$ cat src/rtl/uart_pkg.sv
// Shared constants and types for the UART TX scheduler and its serializer.
package uart_pkg;

  localparam int FRAME_BITS = 10;

  function automatic int clks_per_bit(input int clk_mhz, input int baud);
    return (clk_mhz * 1_000_000) / baud;
  endfunction

  localparam int CLKS_PER_BIT = clks_per_bit(27, 115200);

  typedef enum logic [1:0] {
    IDLE = 2'd0,
    SEND = 2'd1,
    HOLD = 2'd2
  } sched_state_t;

  localparam logic [1:0] GRANT_NONE = 2'b00;
  localparam logic [1:0] GRANT_S0   = 2'b01;
  localparam logic [1:0] GRANT_S1   = 2'b10;

endpackage

$ cat src/rtl/uart_tx_serializer.sv
// 8N1 serializer: start bit, 8 data bits LSB first, stop bit.
// The done pulse is one cycle ahead of the frame end so the owner can reload on the stop bit's last edge.
module uart_tx_serializer
  import uart_pkg::*;
#(
  parameter int BIT_CLKS = 234
) (
  input  logic       clk,
  input  logic       rst,
  input  logic       start,
  input  logic [7:0] data,
  output logic       tx,
  output logic       busy,
  output logic       done
);

  localparam int CW = $clog2(BIT_CLKS + 1);

  logic [CW-1:0] baud_cnt;
  logic [3:0]    bit_idx;
  logic [7:0]    shreg;
  logic          bit_end;
  logic          frame_end;
  logic          load;

  assign bit_end   = (baud_cnt == '0);
  assign frame_end = busy && bit_end && (bit_idx == 4'(FRAME_BITS - 1));
  assign done      = busy && (bit_idx == 4'(FRAME_BITS - 1)) && (baud_cnt == CW'(1));
  assign load      = start && (!busy || frame_end);

  always_ff @(posedge clk or posedge rst) begin
    if (rst) begin
      tx       <= 1'b1;
      busy     <= 1'b0;
      baud_cnt <= '0;
      bit_idx  <= '0;
      shreg    <= '0;
    end else if (load) begin
      tx       <= 1'b0;
      busy     <= 1'b1;
      baud_cnt <= CW'(BIT_CLKS - 1);
      bit_idx  <= '0;
      shreg    <= data;
    end else if (busy) begin
      if (!bit_end) begin
        baud_cnt <= baud_cnt - CW'(1);
      end else if (frame_end) begin
        busy    <= 1'b0;
        tx      <= 1'b1;
        bit_idx <= '0;
      end else begin
        baud_cnt <= CW'(BIT_CLKS - 1);
        bit_idx  <= bit_idx + 4'd1;
        // leaving the last data bit means the stop bit comes next
        if (bit_idx == 4'(FRAME_BITS - 2)) begin
          tx <= 1'b1;
        end else begin
          tx    <= shreg[0];
          shreg <= {1'b0, shreg[7:1]};
        end
      end
    end
  end

endmodule

$ cat src/rtl/uart_tx_scheduler.sv
// Two-source, packet-granular arbiter in front of a single 8N1 UART transmitter.
//   state | meaning
//   IDLE  | no owner; arbitrate and accept the winner's first byte
//   SEND  | serializer sending a byte for the current owner
//   HOLD  | packet not finished; only the owner may present its next byte
module uart_tx_scheduler
  import uart_pkg::*;
#(
  parameter int CLK_FREQ  = 27,
  parameter int BAUD_RATE = 115200
) (
  input  logic       clk,
  input  logic       rst,
  input  logic       sel_mode,
  input  logic       s0_valid,
  input  logic [7:0] s0_data,
  input  logic       s0_last,
  output logic       s0_ready,
  input  logic       s1_valid,
  input  logic [7:0] s1_data,
  input  logic       s1_last,
  output logic       s1_ready,
  output logic       uart_tx,
  output logic       busy,
  output logic [1:0] grant
);

  localparam int BIT_CLKS = clks_per_bit(CLK_FREQ, BAUD_RATE);

  sched_state_t state, state_nxt;
  logic [1:0]   grant_nxt;
  logic         last_q, last_nxt;
  logic         pref_s1, pref_nxt;
  logic         pick_s1;
  logic         start;
  logic [7:0]   start_data;
  logic         done;

  always_ff @(posedge clk or posedge rst) begin
    if (rst) begin
      state   <= IDLE;
      grant   <= GRANT_NONE;
      last_q  <= 1'b0;
      pref_s1 <= 1'b0;
    end else begin
      state   <= state_nxt;
      grant   <= grant_nxt;
      last_q  <= last_nxt;
      pref_s1 <= pref_nxt;
    end
  end

  always_comb begin
    state_nxt  = state;
    grant_nxt  = grant;
    last_nxt   = last_q;
    pref_nxt   = pref_s1;
    pick_s1    = 1'b0;
    s0_ready   = 1'b0;
    s1_ready   = 1'b0;
    start      = 1'b0;
    start_data = s0_data;
    // readies are gated by rst so a source never sees a handshake while the line is held in reset
    if (!rst) begin
      case (state)
        IDLE: begin
          if (s0_valid || s1_valid) begin
            if (sel_mode)                  pick_s1 = s1_valid;
            else if (s0_valid && s1_valid) pick_s1 = pref_s1;
            else                           pick_s1 = s1_valid;
            if (pick_s1) begin
              s1_ready   = 1'b1;
              start_data = s1_data;
              last_nxt   = s1_last;
              grant_nxt  = GRANT_S1;
            end else begin
              s0_ready   = 1'b1;
              start_data = s0_data;
              last_nxt   = s0_last;
              grant_nxt  = GRANT_S0;
            end
            start     = 1'b1;
            state_nxt = SEND;
          end
        end
        SEND: begin
          if (done) begin
            if (last_q) begin
              grant_nxt = GRANT_NONE;
              pref_nxt  = (grant == GRANT_S0);
              state_nxt = IDLE;
            end else begin
              state_nxt = HOLD;
            end
          end
        end
        HOLD: begin
          if (grant == GRANT_S1) begin
            s1_ready   = s1_valid;
            start      = s1_valid;
            start_data = s1_data;
            if (s1_valid) last_nxt = s1_last;
          end else begin
            s0_ready   = s0_valid;
            start      = s0_valid;
            start_data = s0_data;
            if (s0_valid) last_nxt = s0_last;
          end
          if (start) state_nxt = SEND;
        end
        default: state_nxt = IDLE;
      endcase
    end
  end

  uart_tx_serializer #(
    .BIT_CLKS(BIT_CLKS)
  ) u_ser (
    .clk  (clk),
    .rst  (rst),
    .start(start),
    .data (start_data),
    .tx   (uart_tx),
    .busy (busy),
    .done (done)
  );

endmodule
$ cat config.mk
export PLATFORM = sky130hd
export DESIGN_NAME = uart_tx_scheduler
export DESIGN_NICKNAME = d
export VERILOG_FILES = /design/src/rtl/uart_pkg.sv /design/src/rtl/uart_tx_serializer.sv /design/src/rtl/uart_tx_scheduler.sv
export SDC_FILE = /design/constraint.sdc
export NUM_CORES = 1
export LEC_CHECK = 0
export CAP_MARGIN = 10
export CELL_PAD_IN_SITES_DETAIL_PLACEMENT = 0
export CELL_PAD_IN_SITES_GLOBAL_PLACEMENT = 1
export CORE_ASPECT_RATIO = 0.5
export CORE_MARGIN = 10
export CORE_UTILIZATION = 25
export CTS_BUF_LIST = sky130_fd_sc_hd__clkbuf_8
export DETAILED_ROUTE_END_ITERATION = 10
export PLACE_DENSITY = 0.5
export SLEW_MARGIN = 15
export SYNTH_ARGS = -nofsm -noshare
export SYNTH_HDL_FRONTEND = slang
export SYNTH_SLANG_ARGS = --single-unit
$ cat constraint.sdc
create_clock -name clk -period 2.7 [get_ports clk]
set_input_delay 0.54 -clock clk [delete_from_list [all_inputs] [get_ports clk]]
set_output_delay 0.54 -clock clk [all_outputs]
set_load 0.03 [all_outputs]
==> impl_results.md <==
* Die outline width at 140 um
* Setup bufs post-CTS at 0
* Largest net degree at the start of global routing at 17
* Synth warn at 0
* DPL Wire Length at 3.94 mm
* Worst skew pair latency at 0.28 ns
* Period utilisation layout at 97.3%
* Diode count at 0
* First-pass GRT wire length at 8.69 mm
* Simple logic cell fraction of the synthesized area at 20.1%
* Non-Filler Instances at 337
* Most used DFF post-synth: dfrtp_1
* Critical path type: in -> out
* Area contributors post-synth: dfrtp_1 (37%), o21ai_0 (6.3%), a31oi_1 (5.5%)
* Critical Path End Type: primary output
* Post-synthesis mux area share at 7.17%
* Total CTS buffers at 3
* Endpoints failing setup at 0
* Netlist cell types at 50
* Syn Std Cell Area at 1810 sq um
* Reg2Reg Setup Slack at 0.30 ns
* Reg-to-reg endpoint: u_ser.baud_cnt[3]$_DFFE_PP0P_
* Hold depth at 1
* Peak supply drop at 0.000263 V
* Crit path arrival time at 2.09 ns
* Max-slew headroom at 70.8%
* HP Class: reg -> reg
* Final Instance Area at 2360 sq um
* CTS Root Cell: clkbuf_8
* Fmax at 0.380 GHz
* Largest family of logic cells by synthesized area: compound AO/OA/AOI/OAI gates
* Actual slew at the worst max-slew pin at 0.434 ns
* Synth Area in XOR/XNOR at 0.483%
* Die height at 80.2 um
* Max-Cap Viols at 0
* Layout cells sized above 1 at 18.0%
* Number of core rows at 21
* Initial antenna violation count at 0
* CTS tree: built
* Vias in the first global route at 1760
* Post-Syn Instances at 200
* TNS Setup at 0 ns
* Final count of hold timing violations at 0
* Fill count at 738
* Unrepaired setup endpoints after global routing: false
* Ys async rst share at 100%
* Post-CTS Hold Buffers at 0
* Synth Area in Adders at 3.45%
* Port bufs at 28
* Slack of the critical path at 0.0718 ns
* #FFs+latches synth at 28
* Worst Hold End: u_ser.tx$_DFFE_PP1P_
* Post-synth top area share at 37.2%
* Placed insts at 333
* Total grt overflow at 0
* Die ar. at 11300 sq um
* Initial core utilization at 26.5%
* Routed WL at 5.10 mm
* Status: finished, final reports clean
* Drt pass-1 iters at 4
* Number of top-level pins at 29
* RR Startpoint: u_ser.baud_cnt[0]$_DFFE_PP0P_
* Antenna viol nets, final at 0
* Final Max Slew Viols at 0
* Hold_sp: u_ser.tx$_DFFE_PP1P_
* CP Launch Type: primary input
* R2r worst-path depth at 8
* CP Max Fanout at 4
* Cell taking the most area after synthesis: dfrtp_1
* Syn_nets at 228
* Via-to-Cell Ratio at 4.88
* WP data required at 2.16 ns
* CTS H-tree lvls at 1
* Synthesized area per cell at 9.07 sq um
* Worst-path clk slew at 0.10 ns
* Routed length per instance at 15.1 um
* Register Area at 702 sq um
* Complex-gate fraction of the synthesized area at 24.8%
* CTS Buffer Depth at 2
* Register area share after synthesis at 38.7%
* Pwr per Cell Area at 401 nW/um^2
* Area of the multi-input gates at 1020 sq um
* Core box area at 6860 sq um
* GRT Overall Usage at 9.09%
* Initial DRC Count at 59
* Crit path time final at 2.63 ns
* Area Overhead vs Synth at 30.1%
* Total number of vias at 1645
* DRC Markers at 0
* Number of synthesized flops with an enable pin at 0
* Total clock sinks at 28
* Pre-CTS setup slack at -0.0609 ns
* Nets at 274
* Placed cell areas at 2310 sq um
* Routability Congestion at 0.723
* Leakage at 1.03 nW
* Worst-case clock skew at 0.00614 ns
* Gates resized, CTS repair at 2
-- logic make-up after synthesis --
kind of cell / after synthesis
and+or+nand+nor: 68
adders and majority gates: 5
muxes: 12
DFF: 28
xor gates and xnor gates: 1
AOI/OAI and AO/OA: 67
buffers and inverters: 19
-- layout make-up --
type	count	share of cell area, %
tap	92	4.88
multi-input combinational	153	43.3
sequential	28	29.7
clock buffer	3	1.75
inverter	11	1.75
clock inverter	1	0.159
timing repair buffer	49	18.4
-- sequential cells by signal, indices dropped and copies added (netlist names) --
name	flops
u_ser.busy	1
u_ser.shreg	8
u_ser.tx	1
u_ser.bit_idx	4
last_q	1
u_ser.baud_cnt	8
pref_s1	1
grant	2
state	2
-- how the worst max path moves through the flow --
stage               slack (ns)       end  cells after the start  startpoint
floorplan                 0.30  s0_ready                      2    sel_mode
global placement         -0.07  s1_ready                      5    s0_valid
detailed placement       -0.06  s1_ready                      5    s0_valid
CTS                       0.06  s0_ready                      5    s0_valid
global route              0.02  s0_ready                      5    s0_valid
finish                    0.07  s0_ready                      5    s0_valid
-- synthesized netlist by cell type, types with 2 or more instances --
cell type / instances
or3_1: 2
a31oi_1: 16
inv_1: 11
nor2_1: 14
ha_1: 5
nand3_1: 10
nand2b_1: 3
mux2i_1: 4
nor3_1: 4
o2bb2ai_1: 2
o21ai_0: 23
nor2b_1: 3
or3b_2: 2
buf_6: 3
clkbuf_1: 3
and2_1: 2
and3_1: 2
a22o_1: 3
mux2_2: 8
a21oi_1: 6
nand2_1: 16
dfrtp_1: 27
nand3b_1: 2
buf_2: 2
o21a_1: 2
-- routing by layer --
metal | wire length [um] | up-vias | global-route usage [%]
met1 | 2620 | 792 | 11.7
met2 | 2260 | 22 | 15.1
li1 | - | 829 | -
met4 | 36 | 0 | 1.84
met3 | 187 | 2 | 2.23
met5 | 0 | - | 0
-- cell usage in the layout, fill, tap and decap left out, types with 6 or more instances in the layout --
cell type         n
a21oi_1           6
a31oi_1          16
buf_4            22
clkdlybuf4s50_1  26
dfrtp_1          27
inv_1            12
mux2_2            8
nand2_1          16
nand3_1          10
nor2_1           14
o21ai_0          23
-- worst max-delay path: stages --
cell,delay (ns)
clkdlybuf4s50_1,0.47
or3b_2,0.46
buf_4,0.16
a221oi_2,0.25
buf_4,0.21
-- power by group --
part / switching (mW) / internal (mW) / total [mW]
logic: 0.123 / 0.108 / 0.232
registers: 0.0271 / 0.443 / 0.470
clock network: 0.141 / 0.102 / 0.243
total: 0.291 / 0.654 / 0.945
-- through the flow --
step	hold WS [ns]	util, %	power (mW)
CTS	0.498	34.4	0.960
global route	0.521	34.4	1.00
floorplan	0.472	-	0.582
finish	0.492	34.4	0.945
global placement	0.475	33.7	0.710
detailed placement	0.482	33.7	0.711
Note: power is estimated with default switching activity, not from simulation.
